===== src/rtl/swap_reg_unit.sv =====
// swap_reg_unit: two-register datapath (load/copy/swap/clear) behind a 3-cycle command handshake,
// with a free-running cycle counter and the timestamp of the last register change.
module swap_reg_unit #(
    parameter int WIDTH = 4,
    parameter int TW    = 16
) (
    input  logic             clk,
    input  logic             rst,
    input  logic             cmd_valid,
    output logic             cmd_ready,
    input  logic [2:0]       cmd_op,
    input  logic [WIDTH-1:0] cmd_data,
    output logic [WIDTH-1:0] reg_a,
    output logic [WIDTH-1:0] reg_b,
    output logic [TW-1:0]    t_now,
    output logic [TW-1:0]    t_last,
    output logic             done,
    output logic             changed
);
    typedef enum logic [1:0] {IDLE, EXEC, REPORT} state_t;
    state_t           r_state, w_next;
    logic [2:0]       r_op;
    logic [WIDTH-1:0] r_data, w_a, w_b;
    logic             w_chg;

    assign cmd_ready = (r_state == IDLE);

    // every destination is computed from pre-edge A/B
    always_comb begin
        w_next = r_state;
        w_a    = reg_a;
        w_b    = reg_b;
        case (r_state)
            IDLE:    w_next = cmd_valid ? EXEC : IDLE;
            EXEC:    w_next = REPORT;
            default: w_next = IDLE;
        endcase
        case (r_op)
            3'b001:  w_a = r_data;
            3'b010:  w_b = r_data;
            3'b011:  begin w_a = reg_b;  w_b = reg_a; end
            3'b100:  w_b = reg_a;
            3'b101:  w_a = reg_b;
            3'b110:  begin w_a = r_data; w_b = reg_a; end
            3'b111:  begin w_a = '0;     w_b = '0;    end
            default: ;
        endcase
        w_chg = (w_a != reg_a) || (w_b != reg_b);
    end

    always_ff @(posedge clk or posedge rst) begin
        if (rst) begin
            r_state <= IDLE;
            r_op    <= '0;
            r_data  <= '0;
            reg_a   <= '0;
            reg_b   <= '0;
            t_now   <= '0;
            t_last  <= '0;
            done    <= 1'b0;
            changed <= 1'b0;
        end else begin
            t_now   <= t_now + 1'b1;
            r_state <= w_next;
            if (cmd_ready && cmd_valid) begin
                r_op   <= cmd_op;
                r_data <= cmd_data;
            end
            if (r_state == EXEC) begin
                reg_a   <= w_a;
                reg_b   <= w_b;
                done    <= 1'b1;
                changed <= w_chg;
                if (w_chg)
                    t_last <= t_now;
            end else begin
                done    <= 1'b0;
                changed <= 1'b0;
            end
        end
    end
endmodule


===== config.mk =====
export PLATFORM = sky130hd
export DESIGN_NAME = swap_reg_unit
export DESIGN_NICKNAME = d
export VERILOG_FILES = /design/src/rtl/swap_reg_unit.sv
export SDC_FILE = /design/constraint.sdc
export NUM_CORES = 1
export LEC_CHECK = 0
export ABC_AREA = 1
export CAP_MARGIN = 20
export CORE_MARGIN = 2
export CORE_UTILIZATION = 25
export CTS_CLUSTER_SIZE = 25
export DETAILED_ROUTE_END_ITERATION = 8
export RECOVER_POWER = 25
export SYNTH_ARGS = -nofsm -noshare
export SYNTH_HDL_FRONTEND = slang
export SYNTH_SLANG_ARGS = --single-unit
export TNS_END_PERCENT = 10

===== constraint.sdc =====
create_clock -name clk -period 2.75 [get_ports clk]
set_clock_uncertainty 0.15 [all_clocks]
set_input_delay 0.6875 -clock clk [delete_from_list [all_inputs] [get_ports clk]]
set_output_delay 0.6875 -clock clk [all_outputs]
set_load 0.005 [all_outputs]

==> impl_metrics.env <==
export IMPL_arrival_ps=2480
export IMPL_status="finished clean"
export IMPL_drive_gt1_frac=0.0453
export IMPL_grt_max_degree=29
export IMPL_rr_worst_depth=11
export IMPL_multi_input_area_um2=947
export IMPL_initial_core_util=0.256
export IMPL_fin_cells=442
export IMPL_p_per_area_nw_per_um2=780
export IMPL_synth_main_ff_cell="dfrtp_1"
export IMPL_seq_area_frac_synth=0.532
export IMPL_fmax_mhz=443
export IMPL_setup_viol_count_final=0
export IMPL_fin_tns_setup_ps=0
export IMPL_cts_reportedPaths_clkPinSlew_ps=100
export IMPL_die_y_um=101
export IMPL_post_route_util=0.337
export IMPL_place_congestion=0.918
export IMPL_cts_max_path_buffers=2
export IMPL_routed_wl_mm=5.53
export IMPL_cts_buffers_inserted=5
export IMPL_fp_dieArea_um2=10200
export IMPL_rsz0062_at_grt="no"
export IMPL_avgRoutedWirePerCell_um=12.5
export IMPL_clock_latency_ps=310
export IMPL_grt_pass1_wl_mm=9.35
export IMPL_antenna_found_initial=0
export IMPL_min_path_cells=2
export IMPL_leakage_nw=1.51
export IMPL_synth_top_cell_by_area="dfrtp_1"
export IMPL_place_inst=434
export IMPL_synth_simple_area_share=0.305
export IMPL_critPathKind="input port to asynchronous set/reset pin"
export IMPL_min_path_type="flip-flop to flip-flop"
export IMPL_worst_path_buf_inv=3
export IMPL_cp_max_fo=24
export IMPL_syn_nets=287
export IMPL_yosys_register_bits=50
export IMPL_core_area_um2=9200
export IMPL_async_reset_ff_frac=1.00
export IMPL_syn_instance_count=276
export IMPL_clockRootBuffer="clkbuf_8"
export IMPL_ant_nets=0
export IMPL_slew_headroom=0.396
export IMPL_min_to="t_last[10]"
export IMPL_synth_xor_area_share=0.0522
export IMPL_finalCriticalPeriod_ps=2260
export IMPL_cp_cell_sequence="dlygate4sd3_1, inv_1, clkbuf_1"
export IMPL_synth_fa_ha_area_frac=0.00532
export IMPL_cts_setup_buffers=0
export IMPL_period_share=0.822
export IMPL_vias=2021
export IMPL_yosysWarningCount=0
export IMPL_drc_errors=0
export IMPL_required_ps=2970
export IMPL_worst_r2r_setup_slack_ps=500
export IMPL_cts_sinks=50
export IMPL_dr_first_iter_drc_count=78
export IMPL_grt_usage=0.116
export IMPL_io_buffers=52
export IMPL_final_nets=341
export IMPL_synthTopCellsByArea="dfrtp_1 (53%), nand2_1 (13%), nand3_1 (10%)"
export IMPL_reg2reg_to="t_last[6]"
export IMPL_synth_edf_count=0
export IMPL_grt_overflow_total=0
export IMPL_pin_count=53
export IMPL_max_cap_violations=0
export IMPL_worstHoldStart="t_last[10]"
export IMPL_cts_tree="done"
export IMPL_die_w_um=101
export IMPL_tightestPinTransition_ps=905
export IMPL_hold_buffers=0
export IMPL_yosysTopAreaCellShare=0.532
export IMPL_peakVddDrop_v=0.000266
export IMPL_hpwlAfterDp_mm=4.11
export IMPL_critPathTopFamily="buffers and inverters"
export IMPL_synthMuxAreaShare=0
export IMPL_hold_viol=0
export IMPL_fillers=971
export IMPL_syn_area_um2=2350
export IMPL_yosys_cell_types_count=23
export IMPL_synth_compound_area_frac=0.0410
export IMPL_via_per_inst=4.57
export IMPL_crit_path_max_incr_delay_ps=650
export IMPL_cp_slowest_cell="inv_1"
export IMPL_avgSynthCellArea_um2=8.51
export IMPL_finalMaxSlewViolations=0
export IMPL_cp_start_kind="input port"
export IMPL_rr_startpoint="r_op[2]"
export IMPL_synth_top_family_by_area="simple AND/OR/NAND/NOR gates"
export IMPL_regArea_um2=1250
export IMPL_syn_to_final_growth_pct=31.9
export IMPL_n_antenna_cell=0
export IMPL_first_pass_iters=4
export IMPL_rows=35
export IMPL_ctsHtreeMaxLevel=2
export IMPL_grt_pass1_vias=1964
export IMPL_cts_resized=0
export IMPL_end_kind="asynchronous set/reset pin"
metal layers:
metal | up-vias | track usage | routed length [um]
li1 | 1011 | - | -
met1 | 962 | 0.154 | 2660
met2 | 40 | 0.181 | 2510
met3 | 8 | 0.0277 | 259
met4 | 0 | 0.0478 | 101
met5 | - | 0 | 0
per-stage QoR:
stage               worst slack, ps  hold WS, ps  area, um2  total power (W)
floorplan                       711          315       2350          0.00153
global placement                575          312       2980          0.00187
detailed placement              519          312       2980          0.00188
CTS                             497          336       3100          0.00245
global route                    179          361       3100          0.00260
finish                          491          333       3100          0.00242
area by class of cell:
cell class,instances,share of cell area
clock inverters,2,0.0125
flip-flops and latches,50,0.404
clock buffers,6,0.0266
inverters,29,0.0351
multi-input cells,190,0.306
well taps,111,0.0448
repair buffers,54,0.172
synth_stat cells, types with 2 or more instances:
library cell	number
nand2_1	82
dfrtp_1	50
nand3_1	47
inv_1	27
nand4_1	13
nor2_1	10
xor2_1	10
o21ai_0	9
o211ai_1	4
xnor2_1	4
clkbuf_1	3
buf_4	2
inv_2	2
nand2_2	2
nand2_4	2
o22ai_1	2
worst max path at each step:
stage / startpoint / to / slack, ps / depth (start not counted)
2_1_floorplan: rst / changed / 710 / 1
3_3_place_gp: r_op[1] / t_last[4] / 570 / 13
3_5_place_dp: r_op[1] / t_last[6] / 520 / 13
4_1_cts: r_op[1] / t_last[6] / 500 / 13
5_1_grt: rst / reg_a[3] / 180 / 3
6_report: rst / r_op[0] / 490 / 3
placed cells by master (no fill, tap or decap):
| master | count |
|---|---|
| nand2_4 | 2 |
| nand3_1 | 47 |
| o21ai_2 | 1 |
| nand2_1 | 82 |
| o211ai_1 | 4 |
| o21ai_0 | 9 |
| and3_1 | 1 |
| xnor2_1 | 4 |
| xor2_1 | 10 |
| inv_1 | 28 |
| dfrtp_1 | 50 |
| buf_4 | 1 |
| dlygate4sd3_1 | 2 |
| clkbuf_8 | 6 |
| nand4_1 | 13 |
| clkdlybuf4s50_1 | 50 |
| ha_1 | 1 |
| nor2_1 | 10 |
| o22ai_1 | 2 |
| inv_6 | 1 |
| bufinv_16 | 1 |
| nor3b_1 | 1 |
| clkbuf_1 | 1 |
| inv_2 | 1 |
| nor3_1 | 1 |
| nand2_2 | 2 |
flip-flops by register name, summed over array words and instances (netlist names):
register / flops
t_last: 16
t_now: 16
r_data: 4
reg_a: 4
reg_b: 4
r_op: 3
changed: 1
done: 1
r_state: 1
worst min-delay path: cells and delay by family, from the launching register on:
family / cells / cell delay (ps)
flip-flops: 1 / 360
AND/OR/NAND/NOR: 2 / 90
where the power goes:
part           leakage [nW]  internal, W  switching (W)  total, W
clock network        0.0618     0.000300       0.000258  0.000558
logic                 0.806     0.000376       0.000467  0.000844
registers             0.645     0.000865       0.000152   0.00102
logic make-up after synthesis:
group	after synthesis
AOI/OAI and AO/OA	16
DFF	50
buffers and inverters	36
and+or+nand+nor	159
adders and majority gates	1
xor gates and xnor gates	14
Note: power is estimated with default switching activity, not from simulation.
